===== src/rtl/ysyx_040750_ex_ctrl.sv =====
// EX-stage control: single-cycle pass-through, multicycle ALU sequencing,
// MEM back-pressure hold, flush/kill handling, watchdog and CALC perf count.
module ysyx_040750_ex_ctrl #(
    parameter logic [7:0] TIMEOUT = 8'd80
) (
    input  logic        I_sys_clk,
    input  logic        I_rst,
    input  logic        I_ID_EX_valid,
    input  logic        I_multicycle,
    input  logic        I_alu_result_valid,
    input  logic        I_EX_MEM_ready,
    input  logic        I_flush,
    output logic        O_EX_ready,
    output logic        O_EX_valid,
    output logic        O_alu_start,
    output logic        O_alu_kill,
    output logic        O_busy,
    output logic        O_timeout,
    output logic [31:0] O_calc_cycles
);

    typedef enum logic [1:0] {
        S_IDLE = 2'd0,
        S_CALC = 2'd1,
        S_HOLD = 2'd2
    } state_e;

    state_e      state_q, state_d;
    logic [7:0]  wdog_q, wdog_d;
    logic        timeout_q, timeout_d;
    logic [31:0] calc_q, calc_d;
    logic        accept;

    always_ff @(posedge I_sys_clk or posedge I_rst) begin
        if (I_rst) begin
            state_q   <= S_IDLE;
            wdog_q    <= 8'd0;
            timeout_q <= 1'b0;
            calc_q    <= 32'd0;
        end else begin
            state_q   <= state_d;
            wdog_q    <= wdog_d;
            timeout_q <= timeout_d;
            calc_q    <= calc_d;
        end
    end

    // Handshake outputs are gated by reset so nothing leaks while it is held.
    always_comb begin
        state_d     = state_q;
        wdog_d      = wdog_q;
        timeout_d   = timeout_q;
        calc_d      = calc_q;
        accept      = 1'b0;
        O_EX_ready  = 1'b0;
        O_EX_valid  = 1'b0;
        O_alu_start = 1'b0;
        O_alu_kill  = 1'b0;
        O_busy      = 1'b0;
        if (!I_rst) begin
            O_busy     = (state_q != S_IDLE);
            O_EX_ready = (state_q == S_IDLE) & I_EX_MEM_ready & ~I_flush;
            accept     = I_ID_EX_valid & O_EX_ready;
            case (state_q)
                S_IDLE: begin
                    if (accept) begin
                        if (I_multicycle) begin
                            O_alu_start = 1'b1;
                            wdog_d      = 8'd0;
                            state_d     = S_CALC;
                        end else begin
                            O_EX_valid = 1'b1;
                        end
                    end
                end
                S_CALC: begin
                    calc_d = calc_q + 32'd1;
                    wdog_d = (wdog_q == 8'hFF) ? wdog_q : wdog_q + 8'd1;
                    if (wdog_d == TIMEOUT) begin
                        timeout_d = 1'b1;
                    end
                    if (I_flush) begin
                        O_alu_kill = 1'b1;
                        state_d    = S_IDLE;
                    end else if (I_alu_result_valid) begin
                        O_EX_valid = 1'b1;
                        state_d    = I_EX_MEM_ready ? S_IDLE : S_HOLD;
                    end
                end
                S_HOLD: begin
                    if (I_flush) begin
                        state_d = S_IDLE;
                    end else begin
                        O_EX_valid = 1'b1;
                        if (I_EX_MEM_ready) begin
                            state_d = S_IDLE;
                        end
                    end
                end
                default: state_d = S_IDLE;
            endcase
        end
    end

    assign O_timeout     = timeout_q;
    assign O_calc_cycles = calc_q;

endmodule


===== config.mk =====
export PLATFORM = sky130hd
export DESIGN_NAME = ysyx_040750_ex_ctrl
export DESIGN_NICKNAME = d
export VERILOG_FILES = /design/src/rtl/ysyx_040750_ex_ctrl.sv
export SDC_FILE = /design/constraint.sdc
export NUM_CORES = 1
export LEC_CHECK = 0
export BUFFER_PORTS_ARGS = -buffer_cell sky130_fd_sc_hd__clkbuf_2
export CORE_MARGIN = 2
export CORE_UTILIZATION = 45
export DETAILED_ROUTE_END_ITERATION = 8
export HOLD_SLACK_MARGIN = 0.12
export PLACE_DENSITY = 0.67
export SKIP_CTS_REPAIR_TIMING = 1
export SLEW_MARGIN = 25
export SYNTH_ARGS = -nofsm -noshare
export SYNTH_HDL_FRONTEND = slang
export SYNTH_SLANG_ARGS = --single-unit
export TNS_END_PERCENT = 1

===== constraint.sdc =====
create_clock -name I_sys_clk -period 2 [get_ports I_sys_clk]
set_input_delay 0.5 -clock I_sys_clk [delete_from_list [all_inputs] [get_ports I_sys_clk]]
set_output_delay 0.5 -clock I_sys_clk [all_outputs]
set_load 0.1 [all_outputs]

==> Word-level counts from Yosys, hierarchy flattened <==
Index checks and enable logic that the tools add are counted.
W data, S select, Z words.
{ "totals": {"ff_bits": 43, "wordCells": 54} }
{ "classes": {"reduce_logical": 7, "bitwise_logic": 5, "n_addsub": 2, "n_eq_ne": 8, "muxes": 28} }
{ "ops": {"columns": ["cell", "n"], "rows": [
  ["$add A32 B1 Y32 const B", 1],
  ["$mux W8", 3],
  ["$pmux W8 S2", 1],
  ["$mux W1", 15],
  ["$mux W2", 7],
  ["$add A8 B1 Y8 const B", 1],
  ["$eq A8 B7 Y1 const B", 1],
  ["$eq A8 B8 Y1 const B", 1],
  ["$ne A3 B3 Y1 const B", 2],
  ["$pmux W2 S3", 1],
  ["$reduce_and A5 Y1", 1],
  ["$reduce_and A4 Y1", 1],
  ["$reduce_bool A2 Y1", 2],
  ["$and A1 B1 Y1", 3],
  ["$pmux W1 S3", 1],
  ["$reduce_and A3 Y1", 1],
  ["$eq A2 B1 Y1 const B", 1],
  ["$eq A2 B2 Y1 const B", 1],
  ["$logic_not A2 Y1", 1],
  ["$ne A2 B1 Y1 const B", 1],
  ["$ne A2 B2 Y1 const B", 1],
  ["$not A1 Y1", 2],
  ["$reduce_and A2 Y1", 1]
]} }

==> Longest topological paths before layout <==
Gate-level depths: netlist of the first run.
{ "logic_depth": {"ltp_word": 7, "depth_mapped": 6, "depth_no_buf": 5} }

==> Worst setup path after synthesis of the first run <==
OpenSTA, ideal clock, no wires.
{ "synth_timing": {"kind": "input to output", "start": "input I_rst", "end": "output O_alu_start", "n_path_buf": 1, "setup_slack_ns": -1.005, "required_time_ns": 1.500, "arrival_ns": 2.505, "cell_stages": 4, "cell_sequence": "buf_2 nor2_1 and3_1 o311a_1"} }
{ "synth_via": {"elab_chain_cells": 1} }
{ "synth_rtl": {"columns": ["item", "line", "text"], "rows": [
  ["start, declared", "7", "input logic I_rst,"],
  ["$mux W1", "60", "if (!I_rst) begin"],
  ["end, declared", "15", "output logic O_alu_start,"]
]} }
Every way passes these cells.

==> Final worst setup path of the first run <==
{ "layout_timing": {"start": "register state_q[0]", "end": "output O_alu_start"} }
{ "layout_via": {"elab_chain_cells": 7} }
{ "layout_rtl": {"columns": ["item", "line", "text"], "rows": [
  ["start, declared", "28", "state_e state_q, state_d;"],
  ["start signal, assigned", "41", "state_q <= state_d;"],
  ["$logic_not A2 Y1 (*)", "62, 64", null],
  ["$and A1 B1 Y1 (2 in series)", "62", "O_EX_ready = (state_q == S_IDLE) & I_EX_MEM_ready & ~I_flush;"],
  ["$and A1 B1 Y1", "63", "accept = I_ID_EX_valid & O_EX_ready;"],
  ["$mux W1", "66", "if (accept) begin"],
  ["$mux W1 (*)", "64", "case (state_q)"],
  ["$mux W1 (*)", "60", null]
]} }
Mark *: on every way between the ends. The rest lies on a longest branch, timed or not.

==> results.txt, run 1 <==
Pleak -> 1.37 nW
Initial DRT Pass Iterations -> 4
Max VDD drop -> 0.520 mV
IO Pins -> 45
Cell Rows -> 25
cells after synthesis -> 222
reg-to-reg slack, setup -> 0.26 ns
Seq/Total Area, Yosys -> 0.478
dpl hpwl -> 3300 um
Max Slew Vio Count -> 0
fin crit period -> 1.95 ns
Post-route DRC -> 0
antenna diode count -> 0
yosys warns -> 0
syn_nets -> 231
IO Port Bufs -> 44
commonest cells in the netlist -> dfrtp_1 (43), xnor2_1 (27), nand2_1 (21)
Reg2Reg Depth -> 5
Synth area leader -> dfrtp_1
CP required -> 1.50 ns
vias in the first global route -> 1,620
slew margin rel. -> 0.632
Combinational Power Share -> 0.237
Power Density -> 777 nW/um^2
Top FF cell, synth -> dfrtp_1
initial antenna violation count -> 0
cell total after placement -> 333
clk slew on worst S/H paths -> 0.08 ns
routed wire length -> 4530 um
Worst Clk Skew -> 0.00415 ns
maxcap violations -> 0
ranking of synthesized cells by area -> dfrtp_1 (48%), xnor2_1 (11%), nand4_1 (4.7%), nand2_1 (3.5%), nand3_1 (2.9%)
nature of the critical path startpoint -> flip-flop
post-synthesis cell type count -> 41
htree depth -> 2
CTS Sinks -> 43
CP Data Arrival Time -> 1.45 ns
Core Region -> 4790 sq um
die area -> 5580 sq um
number of DRC markers in iteration 0 -> 110
GP Congestion -> 0.786
most frequent cell after synthesis -> dfrtp_1
worst slew pin tran -> 0.555 ns
TritonCTS Buffers -> 5
net count reported at finish -> 284
origin of the critical flop-to-flop path -> state_q[1]
max frequency -> 513 MHz
Longest Clk Path Bufs -> 2
Setup CP Type -> reg -> out
CTS tree -> done
first-pass GRT wire length -> 7600 um
Pint -> 1.44 mW
reg2reg end -> O_calc_cycles[10]
share of post-route cells with drive strength above 1 -> 0.283
ys async rst share -> 1.00
syn avg cell area -> 10.1 sq um
initial core utilization -> 0.470
Psw -> 0.771 mW
register share of total power -> 0.459
Hold Crit Class -> in -> async
via/cell ratio -> 5.30
Synth top area share -> 0.478
all-layer global routing usage -> 0.178
status -> completed
root buf cell -> clkbuf_8
die height -> 74.7 um
Final Cycle Share -> 0.974
setup TNS -> 0 ns
Post-Syn Area -> 2250 sq um
wire per inst -> 13.2 um
total gr overflow -> 0
clk_lat worst skew -> 0.29 ns
switching power share of the total -> 0.349
Final setup viols -> 0
final setup margin -> 0.0524 ns
die extent in x -> 74.7 um
Post-synth EDFFs -> 0
CP max FO -> 4
Routed Antenna Nets -> 0
worst slack, placed -> 0.105 ns
endpoint class of the critical path -> primary output
DR vias -> 1,819
Clk pwr share -> 0.304
final instance count without filler cells -> 343
Hold Fails Final Rpt -> 0
Seq cells post-synth -> 43
largest net degree at the start of global routing -> 31
Syn-to-layout area delta -> 26.2%
-- layout make-up --
| type | instances | area (sq um) |
|---|---|---|
| fillers | 421 | 1940 |
| multi-input cells | 161 | 1120 |
| clock inverters | 3 | 43.8 |
| well taps | 67 | 83.8 |
| flip-flops and latches | 43 | 1080 |
| inverters | 7 | 26.3 |
| repair buffers | 57 | 425 |
| clock buffers | 5 | 68.8 |
-- worst max-delay path, stage by stage (launching register included) --
cell,delay (ns)
dfrtp_2,0.45
nor2_4,0.14
and3_4,0.20
o311a_4,0.20
buf_12,0.17
-- metal layers --
layer / routed length [um] / track usage / up-vias / part of all wire
met5: 0 / 0 / - / 0
met2: 2090 / 0.268 / 37 / 0.46
met4: 63 / 0.0595 / 0 / 0.014
li1: - / - / 901 / -
met3: 175 / 0.0375 / 7 / 0.039
met1: 2200 / 0.257 / 874 / 0.49
-- power by group through the flow --
stage / Combinational, mW / Clock, mW / Sequential (mW)
floorplan: 0.207 / 0 / 1.22
CTS: 0.519 / 0.689 / 1.01
global route: 0.559 / 0.718 / 1.03
finish: 0.524 / 0.670 / 1.01
detailed placement: 0.518 / 0 / 1.03
global placement: 0.510 / 0 / 1.02
-- cells by family after synthesis --
family | after synthesis | synth area share
XOR/XNOR | 32 | 0.125
multiplexers | 2 | 0.00889
flip-flops | 43 | 0.478
buffers and inverters | 18 | 0.0417
AO/OA/AOI/OAI | 28 | 0.0845
AND/OR/NAND/NOR | 97 | 0.251
adder cells (fa/ha/maj) | 2 | 0.0111
-- cells in the final DEF, fill, tap and decap left out, types with 2 or more instances in the layout --
master,synthesis,layout
buf_12,0,7
xnor2_1,27,27
nor3_4,2,2
o21ai_0,9,8
a21oi_1,2,2
nor3_1,3,3
o22ai_1,2,2
and4b_1,2,2
clkbuf_2,0,39
and4_1,6,6
a31oi_1,2,2
and2_1,3,2
nand2_1,21,21
nand3_1,13,13
buf_4,0,9
dfrtp_1,43,42
o22a_1,2,2
buf_6,3,2
nor2_1,14,12
inv_1,7,7
and3_1,9,8
mux2i_1,2,2
clkbuf_8,0,5
nand4_1,17,17
xor2_1,5,5
ha_1,2,2
o21ai_1,1,2
o21a_1,2,2
-- state kept, by name, summed over array words and instances, names as in the netlist --
name           count
O_timeout          1
O_calc_cycles     32
wdog_q             8
state_q            2
-- how the worst max path moves through the flow --
stage	to	depth (start not counted)	slack (ns)	start
floorplan	O_alu_start	4	-0.39	I_rst
global placement	O_alu_start	5	0.12	I_flush
detailed placement	O_calc_cycles[10]	6	0.11	I_rst
CTS	O_alu_start	4	-0.06	state_q[1]
global route	O_alu_start	4	-0.005	state_q[0]
finish	O_alu_start	4	0.05	state_q[0]
-- stage by stage --
stage                      util  total power [mW]  cell area, sq um  hold slack [ns]
after floorplan               -              1.42              2260            0.507
after global placement    0.559              1.53              2680            0.455
after detailed placement  0.559              1.54              2680            0.457
after CTS                 0.582              2.22              2790            0.380
after global routing      0.594              2.30              2840            0.435
final                     0.594              2.21              2840            0.401
No activity file was read; power rests on OpenSTA's default activity.
==> run 2: changes to the inputs <==
- CORE_MARGIN: 2 -> unset
- TNS_END_PERCENT: 1 -> unset
- clock period: 2 -> 2.5 ns (I/O delays scaled with it)
==> run 2 against run 1 <==
  * Sequential cell count is the same
  * Sequential share of layout area up 2.4 points
  * Wire length is 0.26% lower
  * Largest cell class unchanged
  * Highest routed layer unchanged
  * Via count rose by 1.7%
==> results.txt, run 2 (synthesis gave the netlist of run 1 again) <==
status -> completed
Hold Crit Class -> reg -> reg
vias in the first global route -> 1,669 (+3.0%)
Setup CP Type -> reg -> out
Power Density -> 654 nW/um^2 (-16%)
clk_lat worst skew -> 0.29 ns (about the same)
Combinational Power Share -> 0.225 (-0.012)
commonest non-fill, non-tap cell in the layout -> dfrtp_1
worst-path cell chain -> nor2_1 > and3_2 > o311a_2 > buf_12
Largest register FFs -> 32 (unchanged)
initial antenna violation count -> 0 (unchanged)
dpl hpwl -> 3060 um (-7.4%)
max frequency -> 450 MHz
Buf+Inv Stages, Crit Path -> 1 (unchanged)
Max Slew Vio Count -> 0 (unchanged)
fill count -> 440 (+4.5%)
GP Congestion -> 0.764 (-2.8%)
share of post-route cells with drive strength above 1 -> 0.251 (-0.0317)
Initial DRT Pass Iterations -> 4 (unchanged)
first-pass GRT wire length -> 7970 um (+4.9%)
reg2reg end -> O_calc_cycles[11]
Reg area -> 1080 sq um (-0.12%)
slowest stage cell on the critical path -> dfrtp_1
Psw -> 0.617 mW (-20%)
cell total after placement -> 326 (-2.1%)
final instance count without filler cells -> 334 (-2.6%)
Final setup viols -> 0 (unchanged)
die height -> 72.7 um (-2.7%)
Longest Clk Path Bufs -> 2 (unchanged)
net count reported at finish -> 275 (-3.2%)
nature of the critical path startpoint -> flip-flop
Reg2Reg Depth -> 4 (-1)
total gr overflow -> 0 (unchanged)
initial core utilization -> 0.473 (+0.00309)
Cell Rows -> 25 (unchanged)
IO Pins -> 45 (unchanged)
endpoint class of the critical path -> primary output
number of DRC markers in iteration 0 -> 151 (+37%)
wire per inst -> 13.5 um (+2.4%)
Core Region -> 4750 sq um (-0.65%)
min-delay src -> O_timeout
htree depth -> 2 (unchanged)
Worst Clk Skew -> 0.00299 ns (-0.00116 ns)
CTS tree -> done
multi-input gate area in the final layout -> 1090 sq um (-2.6%)
placed inst area -> 2560 sq um (-4.4%)
antenna diode count -> 0 (unchanged)
DR vias -> 1,850 (+1.7%)
CP Data Arrival Time -> 1.60 ns (+0.15 ns)
Critical Path End -> O_alu_start
worst slew pin tran -> 0.669 ns (+0.114 ns)
RSZ-0062 raised after global routing -> false
die extent in x -> 72.7 um (-2.7%)
commonest cells after routing, fill and taps aside -> dfrtp_1 (43), clkbuf_2 (40), xnor2_1 (27)
Hold Fails Final Rpt -> 0 (unchanged)
Final Cycle Share -> 0.889
slew margin rel. -> 0.549 (-0.0823)
die area -> 5290 sq um (-5.3%)
Max VDD drop -> 0.330 mV (-37%)
largest net degree at the start of global routing -> 44 (+42%)
worst hold slack -> 0.475 ns (+0.0735 ns)
IO Port Bufs -> 44 (unchanged)
switching power share of the total -> 0.353 (+0.00375)
final setup margin -> 0.278 ns (+0.226 ns)
CTS Sinks -> 43 (unchanged)
register share of total power -> 0.464 (+0.005)
Routed Antenna Nets -> 0 (unchanged)
final instance area -> 2670 sq um (-6.0%)
routed wire length -> 4520 um (-0.26%)
reg-to-reg slack, setup -> 0.46 ns (+0.20 ns)
Clk pwr share -> 0.311 (+0.007)
Pint -> 1.13 mW (-21%)
maxcap violations -> 0 (unchanged)
CP required -> 1.88 ns (+0.38 ns)
all-layer global routing usage -> 0.191 (+0.0127)
worst slack, placed -> 0.205 ns (+0.0999 ns)
root buf cell -> clkbuf_8
CP max FO -> 11 (+7)
CP Launch Point -> state_q[0]
Pleak -> 1.31 nW (-4.5%)
via/cell ratio -> 5.54 (+4.4%)
total stage count of the critical path -> 4 (unchanged)
max incr delay on CP -> 0.50 ns (+0.05 ns)
fin crit period -> 2.22 ns
clk slew on worst S/H paths -> 0.08 ns (about the same)
origin of the critical flop-to-flop path -> state_q[0]
Post-route DRC -> 0 (unchanged)
Syn-to-layout area delta -> 18.7%
TritonCTS Buffers -> 5 (unchanged)
Worst path top cell family by delay -> flip-flops
==> run 2: layout make-up <==
class / instances / area share
Multi-Input combinational cell: 161 / 0.407
Sequential cell: 43 / 0.403
Timing Repair Buffer: 48 / 0.107
Tap cell: 67 / 0.0314
Clock buffer: 5 / 0.0258
Clock inverter: 3 / 0.0164
Inverter: 7 / 0.00984
==> run 2: power groups by stage <==
stage / sequential (mW) / clock [mW] / combinational (mW)
after floorplan: 0.973 / 0 / 0.166
after global placement: 0.823 / 0 / 0.390
after detailed placement: 0.825 / 0 / 0.394
after CTS: 0.811 / 0.551 / 0.395
after global routing: 0.821 / 0.579 / 0.421
final: 0.811 / 0.543 / 0.393
==> run 2: worst min-delay path by stage <==
stage                         to  slack, ns  cells past startpoint
6_report               O_timeout       0.47                      1
3_3_place_gp           O_timeout       0.46                      1
2_1_floorplan          wdog_q[6]       0.51                      1
3_5_place_dp           O_timeout       0.46                      1
4_1_cts        O_calc_cycles[31]       0.48                      1
5_1_grt                O_timeout       0.49                      1
==> run 2: routing by layer <==
layer  up-vias  part of all wire  GRT usage
li1        883                 -          -
met1       908              0.49      0.272
met2        52              0.45      0.297
met3         7             0.048     0.0401
met4         0             0.012     0.0458
met5         -                 0          0
==> run 2: per-stage QoR <==
| step | power, mW | util | TNS [ns] |
|---|---|---|---|
| 2_1_floorplan | 1.14 | - | -0.139 |
| 6_report | 1.75 | 0.562 | 0 |
| 5_1_grt | 1.82 | 0.562 | 0 |
| 3_5_place_dp | 1.22 | 0.538 | 0 |
| 3_3_place_gp | 1.21 | 0.538 | 0 |
| 4_1_cts | 1.76 | 0.562 | 0 |
==> run 3: changes to the inputs <==
- CORE_UTILIZATION: 45 -> 59
- PLACE_DENSITY: 0.67 -> 0.95
==> run 3 against run 2 <==
  * Final area decreased by 1.2%
  * Critical path type unchanged
  * Clock skew increased by 0.0050 ns
  * Power increased by 0.43%
  * Sequential power increased by 0.5%
  * Cell count decreased by 6.0%
  * First-iteration DRC count increased by 13%
  * Register-to-register slack got worse by 0.04 ns
  * Critical path depth unchanged
  * Maximum frequency decreased by 1.2%
  * Sequential cell count unchanged
  * Global-route usage increased by 7.3 points
  * Largest cell class unchanged
==> results.txt, run 3 (synthesis gave the netlist of run 1 again) <==
status -> completed
final core occ -> 0.721 (+0.159)
commonest cells after routing, fill and taps aside -> dfrtp_1 (43), clkbuf_2 (40), xnor2_1 (27)
routed wire length -> 4800 um (+6.2%)
slew margin rel. -> 0.580 (+0.0308)
antenna diode count -> 0 (unchanged)
setup TNS -> 0 ns (unchanged)
CTS Sinks -> 43 (unchanged)
Largest register FFs -> 32 (unchanged)
Pleak -> 1.31 nW (-0.42%)
share of post-route cells with drive strength above 1 -> 0.248 (-0.00282)
Routed Antenna Nets -> 0 (unchanged)
origin of the critical flop-to-flop path -> state_q[0]
maxcap violations -> 0 (unchanged)
total gr overflow -> 0 (unchanged)
wire per inst -> 15.3 um (+13%)
all-layer global routing usage -> 0.263 (+0.0730)
die height -> 63.8 um (-12%)
first-pass GRT wire length -> 8240 um (+3.4%)
via/cell ratio -> 5.94 (+7.2%)
worst slew pin tran -> 0.623 ns (-0.0458 ns)
clk slew on worst S/H paths -> 0.08 ns (about the same)
GP Congestion -> 0.821 (+7.4%)
Worst Clk Skew -> 0.00802 ns (+0.00503 ns)
final setup margin -> 0.252 ns (-0.0267 ns)
Reg2Reg Depth -> 4 (unchanged)
Syn-to-layout area delta -> 17.3%
Setup CP Type -> reg -> out
IO Port Bufs -> 44 (unchanged)
Final setup viols -> 0 (unchanged)
Max Slew Vio Count -> 0 (unchanged)
commonest non-fill, non-tap cell in the layout -> dfrtp_1
root buf cell -> clkbuf_8
Total Power -> 1.75 mW (+0.43%)
DR vias -> 1,865 (+0.81%)
Post-route DRC -> 0 (unchanged)
dpl hpwl -> 3240 um (+6.0%)
max frequency -> 445 MHz (-1.2%)
largest net degree at the start of global routing -> 44 (unchanged)
Hold Fails Final Rpt -> 0 (unchanged)
Hold Path End -> O_calc_cycles[31]
net count reported at finish -> 274 (-0.36%)
CTS tree -> done
die extent in x -> 63.8 um (-12%)
RSZ-0062 raised after global routing -> false
IO Pins -> 45 (unchanged)
Initial DRT Pass Iterations -> 4 (unchanged)
CP required -> 1.88 ns (about the same)
fin crit period -> 2.25 ns (+0.0267 ns)
Cell Rows -> 22 (-12%)
endpoint class of the critical path -> primary output
initial antenna violation count -> 0 (unchanged)
TritonCTS Buffers -> 5 (unchanged)
CP max FO -> 11 (unchanged)
Longest Clk Path Bufs -> 2 (unchanged)
reg-to-reg slack, setup -> 0.42 ns (-0.04 ns)
min-delay src -> O_calc_cycles[31]
worst slack, placed -> 0.180 ns (-0.0251 ns)
Core Region -> 3660 sq um (-23%)
worst hold slack -> 0.472 ns (-0.00234 ns)
number of DRC markers in iteration 0 -> 171 (+13%)
Max VDD drop -> 0.348 mV (+5.7%)
htree depth -> 2 (unchanged)
nature of the critical path startpoint -> flip-flop
reg2reg end -> O_calc_cycles[21]
hold depth -> 1 (unchanged)
clk_lat worst skew -> 0.30 ns (about the same)
CP Data Arrival Time -> 1.62 ns (+0.02 ns)
Power Density -> 665 nW/um^2 (+1.6%)
Hold Crit Class -> reg -> reg
vias in the first global route -> 1,719 (+3.0%)
initial core utilization -> 0.615 (+0.141)
die area -> 4070 sq um (-23%)
Final Cycle Share -> 0.899 (+0.0107)
[run 3: how the worst max path moves through the flow]
stage,start,to,slack [ns]
global placement,I_rst,O_calc_cycles[27],0.26
global route,state_q[0],O_alu_start,0.18
finish,state_q[0],O_alu_start,0.25
floorplan,I_rst,O_alu_start,-0.14
CTS,state_q[0],O_alu_start,0.27
detailed placement,I_rst,O_calc_cycles[21],0.18
[run 3: report_power, final]
group | internal, mW | switching (mW)
clock | 0.298 | 0.251
sequential | 0.740 | 0.0752
combinational | 0.0939 | 0.298
[run 3: worst max-delay path: stages (launching register included)]
cell and delay (ns):
dfrtp_1 0.50, nor2_1 0.23, and3_2 0.23, o311a_2 0.20, buf_12 0.17
[run 3: routing by layer]
layer  vias to the layer above  wire, um  GRT usage
met5                         -         0          0
li1                        883         -          -
met1                       928      2130      0.350
met4                         0        59      0.105
met3                         6       194     0.0482
met2                        48      2420      0.426
[run 3: per-stage QoR]
step | instance area [sq um] | instances
after detailed placement | 2530 | 306
after global routing | 2640 | 314
after floorplan | 2260 | 222
final | 2640 | 314
after CTS | 2640 | 314
after global placement | 2530 | 306
[run 3: layout make-up]
| type | count | area [sq um] |
|---|---|---|
| Sequential cell | 43 | 1080 |
| Tap cell | 48 | 60.1 |
| Multi-Input combinational cell | 161 | 1090 |
| Inverter | 7 | 26.3 |
| Clock buffer | 5 | 68.8 |
| Timing Repair Buffer | 47 | 278 |
| Fill cell | 238 | 1020 |
| Clock inverter | 3 | 43.8 |
